<file path="src/rtl/vigenere_pkg.sv">
// Shared constants, state encoding and key-shift helpers for the Vigenere stream controller.
package vigenere_pkg;

  localparam logic [7:0] ASCII_A = 8'd65;
  localparam logic [7:0] ASCII_Z = 8'd90;
  localparam int unsigned ALPHA_SIZE = 26;
  localparam int unsigned DEFAULT_MAX_KEY_LEN = 10;

  localparam logic MODE_ENC = 1'b0;
  localparam logic MODE_DEC = 1'b1;

  localparam logic [0:0] ST_NOKEY = 1'b0;
  localparam logic [0:0] ST_RUN   = 1'b1;

  typedef enum logic [0:0] {
    NOKEY = ST_NOKEY,
    RUN   = ST_RUN
  } state_t;

  function automatic logic isLetter(input logic [7:0] c);
    return (c >= ASCII_A) && (c <= ASCII_Z);
  endfunction

  // Key characters outside 'A'..'Z' contribute no shift.
  function automatic logic [4:0] keyShift(input logic [7:0] c);
    return isLetter(c) ? 5'(c - ASCII_A) : 5'd0;
  endfunction

endpackage

</file>
<file path="src/rtl/vigenere_stream_controller_if.sv">
// Character stream handshake bundle: input side (source -> controller) and output side (controller -> sink).
interface vigenere_stream_controller_if;
  logic [7:0] IN_CHAR;
  logic       IN_VALID;
  logic       IN_READY;
  logic [7:0] OUT_CHAR;
  logic       OUT_VALID;
  logic       OUT_READY;

  modport master (
    output IN_CHAR, IN_VALID, OUT_READY,
    input  IN_READY, OUT_CHAR, OUT_VALID
  );

  modport slave (
    input  IN_CHAR, IN_VALID, OUT_READY,
    output IN_READY, OUT_CHAR, OUT_VALID
  );
endinterface

</file>
<file path="src/rtl/caesar_shift_unit.sv">
// Combinational single-letter Caesar stage: encrypt adds the shift, decrypt subtracts it, modulo 26.
module caesar_shift_unit
  import vigenere_pkg::*;
(
  input  logic [7:0] letter,
  input  logic [4:0] shift,
  input  logic       mode,
  output logic [7:0] result
);

  logic [4:0] p;
  logic [5:0] sum;
  logic [5:0] wrapped;

  always_comb begin
    p       = 5'(letter - ASCII_A);
    sum     = (mode == MODE_DEC) ? (6'(p) + 6'(ALPHA_SIZE) - 6'(shift))
                                 : (6'(p) + 6'(shift));
    wrapped = (sum >= 6'(ALPHA_SIZE)) ? (sum - 6'(ALPHA_SIZE)) : sum;
    result  = {2'b00, wrapped} + ASCII_A;
  end

endmodule

</file>
<file path="src/rtl/vigenere_stream_controller.sv">
// Vigenere stream controller: key load, key-index sequencing and 1-deep output register.
// Optional macro VIGENERE_PASSTHRU_EN forwards non-letters instead of dropping them.
module vigenere_stream_controller
  import vigenere_pkg::*;
#(
  parameter int unsigned MAX_KEY_LEN = DEFAULT_MAX_KEY_LEN
)(
  input  logic                     CLK,
  input  logic                     RESET,
  input  logic                     LOAD,
  input  logic [8*MAX_KEY_LEN-1:0] KEY_IN,
  input  logic [3:0]               KEY_LEN,
  input  logic                     MODE,
  vigenere_stream_controller_if.slave stream,
  output logic [3:0]               KEY_IDX,
  output logic                     ERR
);

`ifdef VIGENERE_PASSTHRU_EN
  localparam logic PASSTHRU = 1'b1;
`else
  localparam logic PASSTHRU = 1'b0;
`endif

  localparam logic [3:0] MAX_LEN4 = 4'(MAX_KEY_LEN);

  state_t                   state;
  logic [8*MAX_KEY_LEN-1:0] keyReg;
  logic [3:0]               keyLen;
  logic [7:0]               outChar;
  logic                     outValid;

  logic       inReady;
  logic       xfer;
  logic       inIsLetter;
  logic       loadOk;
  logic       emit;
  logic [7:0] keyChar;
  logic [4:0] shiftVal;
  logic [7:0] shifted;

  assign keyChar    = keyReg[{KEY_IDX, 3'b000} +: 8];
  assign shiftVal   = keyShift(keyChar);
  assign inIsLetter = isLetter(stream.IN_CHAR);
  assign loadOk     = (KEY_LEN != 4'd0) && (KEY_LEN <= MAX_LEN4);
  assign inReady    = (state == RUN) && !LOAD && (!outValid || stream.OUT_READY);
  assign xfer       = stream.IN_VALID && inReady;
  assign emit       = inIsLetter || PASSTHRU;

  assign stream.IN_READY  = inReady;
  assign stream.OUT_CHAR  = outChar;
  assign stream.OUT_VALID = outValid;

  caesar_shift_unit u_shift (
    .letter (stream.IN_CHAR),
    .shift  (shiftVal),
    .mode   (MODE),
    .result (shifted)
  );

  always_ff @(posedge CLK) begin
    if (RESET) begin
      state    <= NOKEY;
      keyReg   <= '0;
      keyLen   <= '0;
      KEY_IDX  <= '0;
      outChar  <= '0;
      outValid <= 1'b0;
      ERR      <= 1'b0;
    end else begin
      ERR <= 1'b0;

      // LOAD blocks acceptance via inReady, so load and transfer never coincide.
      if (LOAD) begin
        if (loadOk) begin
          state   <= RUN;
          keyReg  <= KEY_IN;
          keyLen  <= KEY_LEN;
          KEY_IDX <= '0;
        end else begin
          ERR <= 1'b1;
        end
      end

      if (xfer && emit) begin
        outValid <= 1'b1;
        outChar  <= inIsLetter ? shifted : stream.IN_CHAR;
      end else if (stream.OUT_READY) begin
        outValid <= 1'b0;
      end

      if (xfer && inIsLetter)
        KEY_IDX <= (KEY_IDX == keyLen - 4'd1) ? '0 : KEY_IDX + 4'd1;

      if (xfer && !inIsLetter && !PASSTHRU)
        ERR <= 1'b1;
    end
  end

endmodule

</file>
<file path="src/flat_wrapper.sv">
// flat-port wrapper written by rule: the top's interface ports become plain ports
module vigenere_stream_controller_flat import vigenere_pkg::*;
#(
  parameter int unsigned MAX_KEY_LEN = DEFAULT_MAX_KEY_LEN
)
  (CLK, RESET, LOAD, KEY_IN, KEY_LEN, MODE, KEY_IDX, ERR, stream_IN_CHAR, stream_IN_VALID, stream_OUT_READY, stream_IN_READY, stream_OUT_CHAR, stream_OUT_VALID);
  vigenere_stream_controller_if stream_i ();
  input  logic CLK;
  input  logic RESET;
  input  logic LOAD;
  input  logic [8*MAX_KEY_LEN-1:0] KEY_IN;
  input  logic [3:0] KEY_LEN;
  input  logic MODE;
  output logic [3:0] KEY_IDX;
  output logic ERR;
  input wire logic [$bits(stream_i.IN_CHAR)-1:0] stream_IN_CHAR;
  input wire logic [$bits(stream_i.IN_VALID)-1:0] stream_IN_VALID;
  input wire logic [$bits(stream_i.OUT_READY)-1:0] stream_OUT_READY;
  output wire logic [$bits(stream_i.IN_READY)-1:0] stream_IN_READY;
  output wire logic [$bits(stream_i.OUT_CHAR)-1:0] stream_OUT_CHAR;
  output wire logic [$bits(stream_i.OUT_VALID)-1:0] stream_OUT_VALID;
  assign stream_i.IN_CHAR = stream_IN_CHAR;
  assign stream_i.IN_VALID = stream_IN_VALID;
  assign stream_i.OUT_READY = stream_OUT_READY;
  assign stream_IN_READY = stream_i.IN_READY;
  assign stream_OUT_CHAR = stream_i.OUT_CHAR;
  assign stream_OUT_VALID = stream_i.OUT_VALID;
  vigenere_stream_controller #(.MAX_KEY_LEN(MAX_KEY_LEN)) u_core (.CLK(CLK), .RESET(RESET), .LOAD(LOAD), .KEY_IN(KEY_IN), .KEY_LEN(KEY_LEN), .MODE(MODE), .stream(stream_i), .KEY_IDX(KEY_IDX), .ERR(ERR));
endmodule
</file>
<file path="config.mk">
export PLATFORM = sky130hd
export DESIGN_NAME = vigenere_stream_controller_flat
export DESIGN_NICKNAME = d
export VERILOG_FILES = /design/src/rtl/vigenere_pkg.sv /design/src/rtl/vigenere_stream_controller_if.sv /design/src/rtl/caesar_shift_unit.sv /design/src/rtl/vigenere_stream_controller.sv /design/src/flat_wrapper.sv
export SDC_FILE = /design/constraint.sdc
export NUM_CORES = 1
export LEC_CHECK = 0
export CAP_MARGIN = 20
export CORE_MARGIN = 2
export CORE_UTILIZATION = 30
export CTS_CLUSTER_DIAMETER = 100
export DETAILED_ROUTE_END_ITERATION = 12
export PLACE_DENSITY_LB_ADDON = 0.08
export SLEW_MARGIN = 20
export SYNTH_ARGS = -nofsm -noshare
export SYNTH_HDL_FRONTEND = slang
export SYNTH_SLANG_ARGS = --single-unit
export TNS_END_PERCENT = 5
</file>
<file path="constraint.sdc">
create_clock -name CLK -period 12.3 [get_ports CLK]
set_input_delay 2.46 -clock CLK [delete_from_list [all_inputs] [get_ports CLK]]
set_output_delay 2.46 -clock CLK [all_outputs]
set_load 0.005 [all_outputs]
</file>
==> results of run 1 <==
==> flip-flops by register name, indices dropped and copies added, names as in the netlist <==
name,count
u_core.stream.OUT_VALID,1
u_core.KEY_IDX,4
u_core.keyReg,80
u_core.stream.OUT_CHAR,8
u_core.keyLen,4
u_core.ERR,1
u_core.state,1
==> routing by layer <==
layer	GRT usage, %	up-vias	part of all wire, %
li1	-	2368	-
met1	21.3	2227	48
met2	26.2	95	47
met3	2.24	16	3.2
met4	5.96	0	1.8
met5	0	-	0
==> worst paths after layout <==
path / startpoint / end
worst max-delay path: stream_IN_CHAR[0] / u_core.stream.OUT_CHAR[4]
worst min-delay path: u_core.keyReg[77] / u_core.keyReg[77]
worst max register to register: u_core.KEY_IDX[0] / u_core.stream.OUT_CHAR[4]
worst min register to register: u_core.keyReg[77] / u_core.keyReg[77]
==> metrics by stage <==
step / worst slack [ps] / total power, mW / hold WS [ps] / util, %
6_report: 5770 / 0.777 / 453 / 39.3
5_1_grt: 5160 / 0.817 / 471 / 39.3
4_1_cts: 5760 / 0.788 / 453 / 39.3
3_5_place_dp: 5440 / 0.508 / 444 / 37.6
3_3_place_gp: 5570 / 0.506 / 440 / 37.6
2_1_floorplan: 6390 / 0.447 / 432 / -
==> cells by family after synthesis <==
family	Yosys count	synth area share, %
multiplexers	29	8.79
AND/OR/NAND/NOR	265	22.4
flip-flops	99	38.3
buffers and inverters	62	4.90
AO/OA/AOI/OAI	147	16.8
XOR/XNOR	14	2.37
adder cells (fa/ha/maj)	26	6.54
==> critical path: cells and delay by family <==
kind | cells | cell delay [ps]
adders and majority gates | 4 | 1090
and+or+nand+nor | 5 | 1270
xor gates and xnor gates | 2 | 420
AOI/OAI and AO/OA | 4 | 980
buffers and inverters | 2 | 620
==> where the power goes <==
group          internal [mW]  total (mW)  switching, mW
Clock                  0.154       0.278          0.124
Sequential             0.337       0.345        0.00816
Combinational         0.0733       0.155         0.0813
Total                  0.564       0.777          0.213
==> layout by cell type (no fill, tap or decap), types with 3 or more instances in the layout <==
master           synthesis  final
or3_1                    7      7
clkbuf_16                0      9
o21bai_1                 3      3
o22a_1                   3      3
and4_1                   3      3
xor2_1                   4      4
clkdlybuf4s50_1          0    111
buf_4                    2      5
dfxtp_1                 99     99
o221ai_1                 3      3
o21a_1                   3      3
xnor2_1                 10     10
nand2b_1                 8      8
o211ai_1                 3      3
nor2b_1                  6      6
nand2_1                175    174
mux4_2                  13     13
inv_1                   19     19
nor3b_1                  4      4
nor3_1                  10     10
nand3_1                  6      6
mux2i_1                 14     14
a211o_1                  3      3
a21oi_1                 99     99
clkbuf_8                 0      3
ha_1                    23     23
nor2_1                  30     30
o21ai_0                  7      7
==> layout make-up <==
type	count	area, um^2	area share (%)
tap	225	282	4.19
multi-input combinational	481	2950	43.9
inverter	19	71.3	1.06
clock inverter	3	21.3	0.316
clock buffer	13	270	4.02
sequential	99	1980	29.5
timing repair buffer	116	1150	17.1
==> Flow_metrics.wiki, run 1 <==
{| class="wikitable"
! Metric !! Value
|-
| CP Launch Type || input port
|-
| Clock buffers created by TritonCTS || 9
|-
| Max Transition Viols Final || 0
|-
| Number of buffers added to fix hold violations after cts || 0
|-
| Clock Sink Count || 99
|-
| Measured slew at the worst slew-check pin || between 1000 and 1500 ps
|-
| Clock Skews || 8.04 ps
|-
| Drt initial violations || roughly 240
|-
| Synthesized netlist cell count || between 600 and 700
|-
| Synthesis warning total || 0
|-
| Required time of the critical path || roughly 13000 ps
|-
| Global router's overall resource usage || between 15 and 20%
|-
| Num ports || 113
|-
| Status || complete, no violations
|-
| Worst R2R Path Depth || 23
|-
| Setup CP Type || input port to flop
|-
| Cell repeated most along the worst path || ha_1
|-
| List of most frequent post-synthesis cells || 175 x nand2_1, 99 x a21oi_1, 99 x dfxtp_1, 32 x clkbuf_1, 30 x nor2_1
|-
| Estimated wirelength of the detail-placed design || roughly 11000 um
|-
| Peak per-stage delay on the critical path || around 500 ps
|-
| Width of the die || approximately 140 um
|-
| Net count, final || roughly 850
|-
| Power per unit of standard cell area || 116 nW/um^2
|-
| Wire per inst || 15.2 um
|-
| Mapped Area || 5180 um^2
|-
| Critical Path Fanout Max || 5
|-
| Number of placement rows || 48
|-
| Final weighted congestion of routability-driven global placement || between 0.7 and 0.8
|-
| Total cell area at the placement stage || about 6400 um^2
|-
| Placed cell count || 940
|-
| Finished layout cell area || around 6700 um^2
|-
| Vias per std cell || 4.92
|-
| Inserted Diodes || 0
|-
| Slew Limit Headroom || a little over a quarter
|-
| Vias in the first global route || ~4500
|-
| Fill cell count || roughly 1800
|-
| Core footprint || 17100 um^2
|-
| Count of final hold-check violations || 0
|-
| Maximum vdd drop || about 0.062 mV
|-
| Type of the tightest min-delay check || flop to flop
|-
| Die Y || between 100 and 150 um
|-
| Port-buffer cells || roughly 110
|-
| Post-cts sizing count || 0
|-
| Crit path max-delay cell type || or4bb_1
|-
| Proportion of synthesized flip-flops having asynchronous set or reset || 0%
|-
| Via count of the routed design || approximately 4700
|-
| Area Overhead vs Synth || 29.8%
|-
| Leading post-synthesis cells by cell area || dfxtp_1 38%, nand2_1 13%, a21oi_1 9.6%
|-
| CTS tree || yes
|-
| Tcrit/Tclk final || ~53%
|-
| Die area || between 15000 and 20000 um^2
|-
| Prevailing post-synth register cell || dfxtp_1
|-
| Type of destination of the critical path || flop
|-
| Non-filler cells in the finished layout || 956
|-
| Total wire length || between 10000 and 15000 um
|-
| Largest net degree at the start of global routing || 103
|-
| Most used standard cell by instance count after synthesis || nand2_1
|-
| Number of buffers between clock root and the deepest sink || 2
|-
| Detailed Routing Iterations Pass 1 || 4
|-
| Wire length of the first global-routing pass || ~23000 um
|-
| Cell at the root of the clock tree || clkbuf_16
|-
| Antenna violations before repair || 0
|-
| Portion of the post-synthesis area used by sequential elements || 38.3%
|-
| R2r setup slk || 5830 ps
|-
| Remaining antenna violation count || 0
|-
| Total congestion overflow after global routing || 0
|-
| Endpoints failing setup || 0
|-
| Number of enable flip-flop cells after synthesis || 0
|-
| Maximum clock rate || between 150 and 200 MHz
|-
| Clock network latency to the later pin of the worst-skew pair || 350 ps
|-
| Total negative slack for setup checks || 0 ps
|-
| CTS HTree Levels || 3
|-
| Post-Syn Area per Cell || just over 8 um^2
|-
| Minimum period implied by the final worst setup slack || approximately 6500 ps
|-
| Unrepaired setup endpoints after global routing || false
|-
| Share of Yosys cell area claimed by the top area cell type || between 30% and 40%
|-
| Final routed DRC violation total || 0
|-
| Fraction of layout cells with a size suffix above 1 || under 10%
|-
| Initial Util || 30.3%
|-
| Worst-path cell chain || clkdlybuf4s50_1 > inv_1 > ha_1 > or3b_2 > xnor2_1 > ha_1 > ha_1 > or4bb_1 > o21ai_1 > nor3_1 > a21oi_1 > nor2_1 > xnor2_1 > ha_1 > o21ai_0 > a2111o_1 > nand3_1
|-
| Library cells used by synthesis || 63
|-
| Clock edge transition at the registers on the reported setup and hold paths || 70 ps
|-
| Number of flip-flops and latches in the synthesized netlist || 99
|-
| Count of cells along the worst hold path || 2
|-
| Data arrival time of the critical path || a little under 7000 ps
|-
| Number of max-cap violations || 0
|-
| Post-CTS setup buffer count || 0
|-
| Library cell occupying the most area in the post-synthesis netlist || dfxtp_1
|-
| Leakage power figure || between 2 and 2.5 nW
|-
| Total nets after synthesis || about 770
|}
Note: power is estimated with default switching activity, not from simulation.
==> inputs of run 2 (changes only) <==
- clock period: 12.3 -> 6.7 ns (I/O delays scaled with it)
==> Flow_metrics.wiki, run 2 (same netlist as run 1, synthesis figures left out) <==
{| class="wikitable"
! Metric !! Value
|-
| Status || complete, no violations
|-
| Clock network latency to the later pin of the worst-skew pair || 350 ps
|-
| Number of max-cap violations || 0
|-
| Part of the total power dissipated in the clock network || ~37%
|-
| Minimum period implied by the final worst setup slack || between 6000 and 7000 ps
|-
| Flip-flop count of the largest register after layout || 80
|-
| Data arrival time of the critical path || around 6300 ps
|-
| Drt initial violations || roughly 240
|-
| Fill cell count || 1779
|-
| Inserted Diodes || 0
|-
| Global router's overall resource usage || between 10% and 20%
|-
| Leakage power figure || between 2 and 2.5 nW
|-
| Power per unit of standard cell area || around 220 nW/um^2
|-
| Worst R2R Path Depth || 23
|-
| Core footprint || roughly 17000 um^2
|-
| Post-cts sizing count || 0
|-
| Total wire length || roughly 14000 um
|-
| Crit path depth || 23
|-
| R2r setup slk || between 600 and 700 ps
|-
| Type of the tightest min-delay check || flop to flop
|-
| Max Transition Viols Final || 0
|-
| Non-filler cells in the finished layout || between 900 and 1000
|-
| Met2 demand-to-capacity share in global routing || between 20% and 30%
|-
| Startpoint of the lowest-slack register-to-register path || u_core.KEY_IDX[1]
|-
| Unrepaired setup endpoints after global routing || false
|-
| Die area || between 15000 and 20000 um^2
|-
| Wire per inst || about 15 um
|-
| Largest reg by FF count || u_core.keyReg
|-
| Net switching component of the power || just over 0.4 mW
|-
| Post-placement worst setup slack || ~710 ps
|-
| Detailed Routing Iterations Pass 1 || 4
|-
| Total negative slack for setup checks || 0 ps
|-
| Final weighted congestion of routability-driven global placement || just over 0.8
|-
| Hold EP || u_core.keyReg[32]
|-
| CTS HTree Levels || 3
|-
| Total congestion overflow after global routing || 0
|-
| Measured slew at the worst slew-check pin || about 1100 ps
|-
| Top Family by Delay on Critical Path || compound AO/OA/AOI/OAI gates
|-
| Cell repeated most along the worst path || ha_1
|-
| Die Y || 135 um
|-
| Fraction of layout cells with a size suffix above 1 || under 10%
|-
| Via count of the routed design || about 4700
|-
| Maximum clock rate || between 150 and 200 MHz
|-
| Critical Path Fanout Max || 26
|-
| Crit path max-delay cell type || or4_1
|-
| Port-buffer cells || 112
|-
| CP Launch Type || flop
|-
| Required time of the critical path || around 7000 ps
|-
| Worst-path cell chain || buf_4 > mux4_2 > mux2_2 > o21ai_1 > ha_1 > inv_1 > nor3b_1 > nand2_1 > o21bai_1 > nor2_1 > ha_1 > ha_1 > fa_1 > xnor2_1 > mux2i_1 > or4_1 > a21oi_1 > nor2_1 > xnor2_1 > ha_1 > o21ai_0 > a2111o_1 > nand3_1
|-
| Clock Sink Count || 99
|-
| Most used cells in the layout excluding fill and tap cells || 174 x nand2_1, 111 x clkdlybuf4s50_1, 99 x a21oi_1, 99 x dfxtp_1, 30 x nor2_1
|-
| Width of the die || approximately 140 um
|-
| Vias in the first global route || ~4600
|-
| Internal power summed over all cells || ~1.0 mW
|-
| Area Overhead vs Synth || 30.2%
|-
| Setup CP Type || flop to flop
|-
| Post-CTS setup buffer count || 0
|-
| Number of buffers added to fix hold violations after cts || 0
|-
| Tcrit/Tclk final || between 90% and 100%
|-
| Core Util, Final || between 30% and 40%
|-
| Clock Skews || around 8.4 ps
|-
| Initial Util || roughly 30%
|-
| Peak per-stage delay on the critical path || 560 ps
|-
| Slew Limit Headroom || ~28%
|-
| Cell at the root of the clock tree || clkbuf_16
|-
| Largest net degree at the start of global routing || approximately 100
|-
| Final routed DRC violation total || 0
|-
| Count of final hold-check violations || 0
|-
| Net count, final || between 800 and 900
|-
| Placed cell count || ~940
|-
| Reg-to-reg critical path endpoint || u_core.stream.OUT_CHAR[4]
|-
| Count of cells along the worst hold path || 2
|-
| CTS tree || yes
|-
| Number of placement rows || between 40 and 50
|-
| Type of destination of the critical path || flop
|-
| Post-Route Hold Slack || between 400 and 500 ps
|-
| Clock edge transition at the registers on the reported setup and hold paths || about 70 ps
|-
| Global Route met1 Usage || roughly a fifth
|-
| Wire length of the first global-routing pass || 23200 um
|-
| Busiest layer in global routing || met2
|-
| Antenna violations before repair || 0
|-
| Worst Setup Slack, final || 658 ps
|-
| Endpoints failing setup || 0
|-
| GR met3 Demand/Resource || between 3 and 4%
|-
| Number of buffers between clock root and the deepest sink || 2
|-
| Flop pwr share || between 40% and 50%
|-
| Estimated wirelength of the detail-placed design || 10700 um
|-
| CP bufs+invs || 2
|-
| Num ports || roughly 110
|-
| Most common cell after layout, fill and taps aside || nand2_1
|-
| Clock buffers created by TritonCTS || 9
|-
| Remaining antenna violation count || 0
|-
| Min-delay src || u_core.keyReg[32]
|-
| Vias per std cell || 4.87
|-
| Share of total power in combinational logic || around 20%
|-
| Maximum vdd drop || roughly 0.12 mV
|-
| Switching share of total power || around 28%
|}
## run 2: cell count changes in the layout (fill, tap and decap cells not counted), sizes merged
cell and delta:
buf +2, clkinv -1, inv +3, bufinv +1, clkbuf -3
## run 2: area by class of cell
class	count	area, um^2	area share [%]
clock buffer	10	229	3.39
clock inverter	6	71.3	1.06
inverter	19	71.3	1.06
multi-input combinational	481	2950	43.7
sequential	99	1980	29.4
tap	225	282	4.17
timing repair buffer	118	1160	17.2
## run 2: metal layers
layer	share of wire (%)	vias up	wire (um)
met5	0	-	0
met2	49	89	6940
li1	-	2380	-
met4	1.3	0	189
met3	4.0	14	569
met1	46	2183	6590
## run 2: worst max-delay path by stage
stage | startpoint | to | slack [ps]
floorplan | u_core.KEY_IDX[1] | u_core.stream.OUT_CHAR[4] | 1060
global placement | u_core.KEY_IDX[1] | u_core.stream.OUT_CHAR[4] | 850
detailed placement | u_core.KEY_IDX[1] | u_core.stream.OUT_CHAR[4] | 710
CTS | u_core.KEY_IDX[1] | u_core.stream.OUT_CHAR[4] | 660
global route | u_core.KEY_IDX[1] | u_core.stream.OUT_CHAR[4] | 130
finish | u_core.KEY_IDX[1] | u_core.stream.OUT_CHAR[4] | 660
## run 2: worst reg2reg max path, cell delays in order (launching register included)
cell      delay (ps)
dfxtp_1          350
buf_4            330
mux4_2           350
mux2_2           280
o21ai_1          310
ha_1             250
inv_1             50
nor3b_1          280
nand2_1          100
o21bai_1         310
nor2_1           110
ha_1             330
ha_1             240
fa_1             420
xnor2_1          200
mux2i_1          110
or4_1            560
a21oi_1          300
nor2_1           130
xnor2_1          170
ha_1             200
o21ai_0          120
a2111o_1         420
nand3_1           70
## run 2: stage by stage
stage	cell area, um^2	power, mW
global route	6750	1.53
CTS	6750	1.47
global placement	6450	0.930
detailed placement	6450	0.934
finish	6750	1.45
floorplan	5180	0.821
## run 2: power by group through the flow
stage | clock network (mW) | registers [mW] | logic [mW]
floorplan | 0 | 0.642 | 0.178
finish | 0.534 | 0.634 | 0.283
global placement | 0 | 0.648 | 0.282
CTS | 0.553 | 0.635 | 0.286
detailed placement | 0 | 0.648 | 0.285
global route | 0.573 | 0.638 | 0.317
